File: src/rtl/text_render_pkg.sv
// Shared types and helpers for the pipelined text-mode renderer:
// cell-word field offsets, the pipeline record, palette reset values and font bitmaps.
package text_render_pkg;

  localparam int COORD_W = 10;
  localparam int PAL_N   = 16;

  function automatic int f_invert(input int code_w);
    return code_w;
  endfunction

  function automatic int f_blink(input int code_w);
    return code_w + 1;
  endfunction

  function automatic int f_fg_lo(input int code_w);
    return code_w + 2;
  endfunction

  function automatic int f_bg_lo(input int code_w);
    return code_w + 6;
  endfunction

  typedef struct packed {
    logic [COORD_W-1:0] col_off;
    logic [COORD_W-1:0] row_off;
    logic [COORD_W-1:0] cell_col;
    logic [COORD_W-1:0] cell_row;
    logic               in_range;
    logic               vde;
    logic               hs;
    logic               vs;
  } pipe_rec_t;

  // Idle record: blanked video with both syncs inactive (high).
  localparam pipe_rec_t REC_IDLE = '{col_off: '0, row_off: '0, cell_col: '0, cell_row: '0,
                                     in_range: 1'b0, vde: 1'b0, hs: 1'b1, vs: 1'b1};

  // Grey ramp {i,i,i}; wider channels pad zeros below i, narrower ones keep its top bits.
  function automatic logic [47:0] pal_reset_val(input int idx, input int cw);
    logic [15:0] ch;
    if (cw >= 4) ch = 16'(idx) << (cw - 4);
    else         ch = 16'(idx) >> (4 - cw);
    return (48'(ch) << (2 * cw)) | (48'(ch) << cw) | 48'(ch);
  endfunction

  // 8x16 master bitmaps, MSB = leftmost pixel; the ROM rescales them to the glyph size.
  function automatic logic [7:0] font_row8(input int code, input int row);
    logic [7:0] bits;
    bits = 8'h00;
    if (code == 'h7F) begin
      bits = 8'hFF;
    end else if (code == 'h41) begin
      case (row)
        2:                  bits = 8'h10;
        3:                  bits = 8'h38;
        4:                  bits = 8'h6C;
        5, 6, 8, 9, 10, 11: bits = 8'hC6;
        7:                  bits = 8'hFE;
        default:            bits = 8'h00;
      endcase
    end
    return bits;
  endfunction

endpackage

File: src/rtl/text_render_pipe_font_rom.sv
// Synchronous font ROM: address {code,row}, one registered row of GLYPH_W pixels out.
module font_rom_sync
  import text_render_pkg::*;
#(
  parameter int CODE_W  = 7,
  parameter int GLYPH_W = 8,
  parameter int GLYPH_H = 16,
  localparam int GH_LOG = $clog2(GLYPH_H),
  localparam int AW     = CODE_W + GH_LOG
) (
  input  logic               pixel_clk,
  input  logic               pixel_aresetn,
  input  logic [AW-1:0]      addr,
  output logic [GLYPH_W-1:0] row
);

  logic [7:0]         base;
  logic [GLYPH_W-1:0] row_bits;

  always_comb begin
    row_bits = '0;
    base = font_row8(int'(addr[AW-1:GH_LOG]), (int'(addr[GH_LOG-1:0]) * 16) / GLYPH_H);
    for (int i = 0; i < GLYPH_W; i++)
      row_bits[i] = base[3'(7 - (((GLYPH_W - 1 - i) * 8) / GLYPH_W))];
  end

  always_ff @(posedge pixel_clk or negedge pixel_aresetn) begin
    if (!pixel_aresetn) row <= '0;
    else                row <= row_bits;
  end

endmodule

File: src/rtl/text_render_pipe.sv
// Pipelined text-mode renderer: VRAM cell fetch, font lookup, attributes, cursor, palette.
// RGB and syncs leave VRAM_LAT+2 cycles after the scan coordinates enter.
module text_render_pipe
  import text_render_pkg::*;
#(
  parameter int GLYPH_W      = 8,
  parameter int GLYPH_H      = 16,
  parameter int COLS         = 80,
  parameter int ROWS         = 30,
  parameter int CODE_W       = 7,
  parameter int VRAM_LAT     = 1,
  parameter int BLINK_FRAMES = 32,
  parameter int COLOR_W      = 4
) (
  input  logic                            pixel_clk,
  input  logic                            pixel_aresetn,
  input  logic [9:0]                      draw_x,
  input  logic [9:0]                      draw_y,
  input  logic                            vde_in,
  input  logic                            hs_in,
  input  logic                            vs_in,
  output logic [$clog2(COLS*ROWS)-1:0]    cell_addr,
  input  logic [CODE_W+9:0]               cell_data,
  input  logic [6:0]                      cursor_x,
  input  logic [4:0]                      cursor_y,
  input  logic                            cursor_en,
  input  logic                            pal_we,
  input  logic [3:0]                      pal_addr,
  input  logic [3*COLOR_W-1:0]            pal_data,
  output logic [COLOR_W-1:0]              red,
  output logic [COLOR_W-1:0]              green,
  output logic [COLOR_W-1:0]              blue,
  output logic                            vde_out,
  output logic                            hs_out,
  output logic                            vs_out
);

  localparam int ADDR_W  = $clog2(COLS * ROWS);
  localparam int GW_LOG  = $clog2(GLYPH_W);
  localparam int GH_LOG  = $clog2(GLYPH_H);
  localparam int ROM_AW  = CODE_W + GH_LOG;
  localparam int FC_W    = $clog2(BLINK_FRAMES);
  localparam int RGB_W   = 3 * COLOR_W;
  localparam int X_MAX   = COLS * GLYPH_W;
  localparam int Y_MAX   = ROWS * GLYPH_H;
  localparam int INV_B   = f_invert(CODE_W);
  localparam int BLINK_B = f_blink(CODE_W);
  localparam int FG_LO   = f_fg_lo(CODE_W);
  localparam int BG_LO   = f_bg_lo(CODE_W);

  // ---- Stage A: cell address out, scan context delayed to meet cell_data
  logic [COORD_W-1:0] col_idx, row_idx;
  pipe_rec_t          rec_in;
  pipe_rec_t          rec_p0 [VRAM_LAT];

  assign col_idx   = draw_x >> GW_LOG;
  assign row_idx   = draw_y >> GH_LOG;
  assign cell_addr = ADDR_W'(32'(row_idx) * COLS + 32'(col_idx));

  always_comb begin
    rec_in = '{col_off:  draw_x & COORD_W'(GLYPH_W - 1),
               row_off:  draw_y & COORD_W'(GLYPH_H - 1),
               cell_col: col_idx,
               cell_row: row_idx,
               in_range: ({22'b0, draw_x} < 32'(X_MAX)) && ({22'b0, draw_y} < 32'(Y_MAX)),
               vde:      vde_in,
               hs:       hs_in,
               vs:       vs_in};
  end

  always_ff @(posedge pixel_clk or negedge pixel_aresetn) begin
    if (!pixel_aresetn) begin
      for (int i = 0; i < VRAM_LAT; i++) rec_p0[i] <= REC_IDLE;
    end else begin
      rec_p0[0] <= rec_in;
      for (int i = 1; i < VRAM_LAT; i++) rec_p0[i] <= rec_p0[i-1];
    end
  end

  // ---- Stage B: font ROM read, cell attributes registered alongside
  pipe_rec_t          rec_a, rec_p1;
  logic [ROM_AW-1:0]  rom_addr;
  logic [GLYPH_W-1:0] rom_row_p1;
  logic               inv_p1, blink_p1;
  logic [3:0]         fg_p1, bg_p1;

  assign rec_a    = rec_p0[VRAM_LAT-1];
  assign rom_addr = {cell_data[CODE_W-1:0], rec_a.row_off[GH_LOG-1:0]};

  font_rom_sync #(
    .CODE_W  (CODE_W),
    .GLYPH_W (GLYPH_W),
    .GLYPH_H (GLYPH_H)
  ) u_font_rom (
    .pixel_clk     (pixel_clk),
    .pixel_aresetn (pixel_aresetn),
    .addr          (rom_addr),
    .row           (rom_row_p1)
  );

  always_ff @(posedge pixel_clk or negedge pixel_aresetn) begin
    if (!pixel_aresetn) begin
      rec_p1   <= REC_IDLE;
      inv_p1   <= 1'b0;
      blink_p1 <= 1'b0;
      fg_p1    <= '0;
      bg_p1    <= '0;
    end else begin
      rec_p1   <= rec_a;
      inv_p1   <= cell_data[INV_B];
      blink_p1 <= cell_data[BLINK_B];
      fg_p1    <= cell_data[FG_LO +: 4];
      bg_p1    <= cell_data[BG_LO +: 4];
    end
  end

  // Frame counter advances on each vsync assertion; its MSB is the blink phase.
  logic            vs_d;
  logic [FC_W-1:0] frame_cnt;
  logic            blink_phase;

  always_ff @(posedge pixel_clk or negedge pixel_aresetn) begin
    if (!pixel_aresetn) begin
      vs_d      <= 1'b1;
      frame_cnt <= '0;
    end else begin
      vs_d <= vs_in;
      if (vs_d && !vs_in) frame_cnt <= frame_cnt + FC_W'(1);
    end
  end

  assign blink_phase = frame_cnt[FC_W-1];

  logic [RGB_W-1:0] pal_q [PAL_N];

  always_ff @(posedge pixel_clk or negedge pixel_aresetn) begin
    if (!pixel_aresetn) begin
      for (int i = 0; i < PAL_N; i++) pal_q[i] <= RGB_W'(pal_reset_val(i, COLOR_W));
    end else if (pal_we) begin
      pal_q[pal_addr] <= pal_data;
    end
  end

  // ---- Stage C: pixel decision, palette lookup, output register
  logic [GW_LOG-1:0] bit_idx;
  logic              pix, cur_hit;
  logic [3:0]        pal_idx;
  logic [RGB_W-1:0]  rgb_nxt;

  assign bit_idx = GW_LOG'(GLYPH_W - 1 - int'(rec_p1.col_off));
  assign pix     = rom_row_p1[bit_idx];
  assign cur_hit = cursor_en && !blink_phase
                && (rec_p1.cell_col == COORD_W'(cursor_x))
                && (rec_p1.cell_row == COORD_W'(cursor_y))
                && (rec_p1.row_off >= COORD_W'(GLYPH_H - 2));

  always_comb begin
    pal_idx = bg_p1;
    if (cur_hit)                      pal_idx = fg_p1;
    else if (blink_p1 && blink_phase) pal_idx = inv_p1 ? fg_p1 : bg_p1;
    else if (pix ^ inv_p1)            pal_idx = fg_p1;
    rgb_nxt = (rec_p1.vde && rec_p1.in_range) ? pal_q[pal_idx] : '0;
  end

  always_ff @(posedge pixel_clk or negedge pixel_aresetn) begin
    if (!pixel_aresetn) begin
      red     <= '0;
      green   <= '0;
      blue    <= '0;
      vde_out <= 1'b0;
      hs_out  <= 1'b1;
      vs_out  <= 1'b1;
    end else begin
      red     <= rgb_nxt[RGB_W-1 -: COLOR_W];
      green   <= rgb_nxt[2*COLOR_W-1 -: COLOR_W];
      blue    <= rgb_nxt[COLOR_W-1:0];
      vde_out <= rec_p1.vde;
      hs_out  <= rec_p1.hs;
      vs_out  <= rec_p1.vs;
    end
  end

endmodule
File: config.mk
export PLATFORM = sky130hd
export DESIGN_NAME = text_render_pipe
export DESIGN_NICKNAME = d
export VERILOG_FILES = /design/src/rtl/text_render_pkg.sv /design/src/rtl/text_render_pipe_font_rom.sv /design/src/rtl/text_render_pipe.sv
export SDC_FILE = /design/constraint.sdc
export NUM_CORES = 1
export LEC_CHECK = 0
export ABC_AREA = 1
export CORE_AREA = 8 8 223 140
export CTS_CLUSTER_SIZE = 8
export DETAILED_ROUTE_END_ITERATION = 6
export DIE_AREA = 0 0 231 148
export PLACE_DENSITY = 0.66
export SYNTH_ARGS = -nofsm -noshare
export SYNTH_HDL_FRONTEND = slang
export SYNTH_SLANG_ARGS = --single-unit
File: constraint.sdc
create_clock -name pixel_clk -period 3.6 [get_ports pixel_clk]
set_clock_uncertainty 0.1 [all_clocks]
set_input_delay 1.08 -clock pixel_clk [delete_from_list [all_inputs] [get_ports pixel_clk]]
set_output_delay 1.08 -clock pixel_clk [all_outputs]
set_load 0.02 [all_outputs]
==> impl_metrics.yaml <==
routing:
  vias: 10300
  ant_nets: 0
  wl_um: 34600
  drtIter0Drc: 1096
  dr.pass1.iters: 5
  viasPerCell: 5.24
  route.detailed.drc: 0
  wl_per_cell_um: 17.6
setup_path:
  path_max_fanout: 2
  endpoint_kind: "primary output"
  worstSetupStartpoint: "draw_y[5]"
  r2r_start: "rec_p1[9]$_DFF_PN0_"
  crit_type: "in2out"
  start_kind: "input pin"
  critPathRequiredTime_ps: 2420
  worst-endpoint-arrival_ps: 2830
pwr:
  power_density_nw_per_um2: 638
  p_leak_nw: 7.00
  vdd_drop_max_mv: 0.324
synth:
  synth_cell_types: 39
  ys_dominant_reg_cell: "dfrtp_1"
  netlist_instances: 1422
  netlist_area_um2: 12300
  synth_compound_area_share_pct: 9.76
  synth-seq-cells: 273
  async_flop_share_pct: 100
  synth_top_family_by_area: "simple AND/OR/NAND/NOR gates"
  synth_warnings: 0
  synth-seq-area-share_pct: 56.6
  synthXorXnorAreaFrac_pct: 1.07
  synth_edf_count: 0
  synthSimpleGateAreaFrac_pct: 24.7
  avgSynthCellArea_um2: 8.65
  synth_nets: 1510
  synth_adder_area_share_pct: 1.75
  synthMuxAreaShare_pct: 0.0916
cts:
  ctsLongestPathBuffers: 3
  h-tree-depth: 2
  numCtsBuffers: 40
  root_buffer: "clkbuf_16"
  tritoncts: "yes"
  clkTransAtPathRegs_ps: 50
  cts_num_sinks: 273
  clk_latency_ps: 520
  hold_buffers: 0
grt:
  antenna_found_initial: 0
  grt-ovfl-total: 0
  grt_pass1_vias: 10100
  grt_max_degree: 76
  grt_pass1_wl_um: 55900
  grt_usage_pct: 20.4
timing:
  finalWorstSetupSlack_ps: -411
  fin_crit_sh_pct: 111
  final-setup-viol-count: 5
  maxSlewHeadroom_pct: 54.7
  rsz0062_at_grt: "true"
  clock.fmax_ghz: 0.249
  min_period_ps: 4010
  tns_ps: -1540
  hold_viol_final: 0
  slew_viol_final: 0
  worst_pin_slew_ps: 679
placed_design:
  dpl_worst_slack_ps: -1380
  place_area_um2: 14100
  portBuffers: 98
  dp_hpwl_um: 22300
  place.gp.congestion: 0.833
floorplanning:
  num_rows: 48
  die_w_um: 231
  die-area_um2: 34200
  boundaryPins: 99
  start_util_pct: 43.9
  core_region_area_um2: 28000
  dieHeight_um: 148
hold_path:
  worstHoldStart: "rec_a[18]$_DFF_PN0_"
  holdCritPathClass: "reg2reg"
layout:
  n_antenna_cell: 0
  drive_gt1_share_pct: 18.1
  area_growth_syn_to_layout_pct: 26.2
  postLayoutCoreUtil_pct: 55.4
  final_area_um2: 15500
  nNetsFinal: 1646
outcome:
  violations: "negative setup slack"
  status: "complete, but fails checks"
run:
  maxCapViolations: 0
## worst max-delay path, cell delays in order
cell and delay [ps]:
buf_8 100, ha_4 230, ha_4 160, fa_2 560
nor3b_4 200, nand3b_1 160, xor2_2 180, buf_6 150
## per-stage QoR
step / total power, mW / hold slack (ps) / std cells
after global placement: 6.36 / 233 / 1883
after floorplan: 5.51 / 231 / 1422
after detailed placement: 6.42 / 235 / 1883
after CTS: 9.95 / 240 / 1959
final: 9.90 / 239 / 1962
after global routing: 10.5 / 239 / 1962
## per-layer routing
layer / up-vias / wire, um / global-route usage [%]
met4: 0 / 696 / 5.59
met5: - / 0 / 0
met2: 335 / 15300 / 30.5
met1: 4963 / 16200 / 29.3
met3: 57 / 2480 / 4.56
li1: 4935 / - / -
## final timing paths
kind                                          to  slack, ps  cells past startpoint
hold / removal              rec_p1[18]$_DFF_PN0_        240                      0
setup reg to reg                red[1]$_DFF_PN0_       1020                     16
max in group asynchronous  pal_q[26]$_DFFE_PN1P_       2120                      2
setup / recovery                   cell_addr[11]       -410                      8
hold reg to reg             rec_p1[18]$_DFF_PN0_        240                      0
min in group asynchronous    rec_a[19]$_DFF_PN0_        460                      1
## cells in the mapped netlist, types with 3 or more instances
library cell  count  area, um2
nor3_1            7       35.0
clkbuf_1         55        206
nor2_1           93        349
buf_6             3       33.8
xor2_1           11       96.3
ha_1             14        175
nand3_1         215       1080
dfrtp_1         171       4280
a21oi_1          72        360
buf_4            10       75.1
xnor2_1           4       35.0
nand2_1         366       1370
or2_1             3       18.8
inv_2             4       15.0
nand3b_1          7       52.6
o21ai_0         153        766
nand4_1           9       56.3
dfstp_2         102       2680
inv_1            78        293
buf_2            23        115
## report_power, final
group / total [mW] / internal, mW / switching (mW)
Clock: 3.43 / 2.11 / 1.32
Combinational: 2.40 / 0.991 / 1.41
Sequential: 4.06 / 3.78 / 0.284
Total: 9.90 / 6.88 / 3.01
## registers in the layout, summed over array words and instances, names as in the netlist, 4 cells and up
signal / count
pal_q: 192
red: 4
rec_a: 23
blue: 4
bg_p1: 4
green: 4
frame_cnt: 5
u_font_rom.row: 4
rec_p1: 23
fg_p1: 4
## area by class of cell
class	instances	area (um2)
Timing Repair Buffer	185	1790
Fill cell	2527	12500
Multi-Input combinational cell	976	4840
Sequential cell	273	6960
Clock inverter	1	8.76
Tap cell	375	469
Clock buffer	70	1130
Inverter	82	308
## layout by cell type, fill, tap and decap left out, types with 4 or more instances in the layout
cell type and n:
a21oi_1 71, buf_12 12, buf_4 78, buf_6 5
clkbuf_1 29, clkbuf_16 41, clkdlybuf4s50_1 81, dfrtp_1 171
dfstp_2 102, ha_1 4, ha_4 8, inv_1 78
inv_2 4, nand2_1 362, nand3_1 214, nand3b_1 7
nand4_1 9, nor2_1 92, nor3_1 4, o21ai_0 152
xor2_1 9
## cells by family after synthesis
family,Yosys count
and+or+nand+nor,709
DFF,273
AOI/OAI and AO/OA,235
buffers and inverters,173
adders and majority gates,16
xor gates and xnor gates,15
muxes,1
## what timing repair did
item                                    CTS  global route
pin swaps                                15            13
gates resized for setup                  88            14
endpoints found under the setup margin    8             7
endpoints found under the hold margin     0             0
setup buffers                             5             4
No activity file was read; power rests on OpenSTA's default activity.
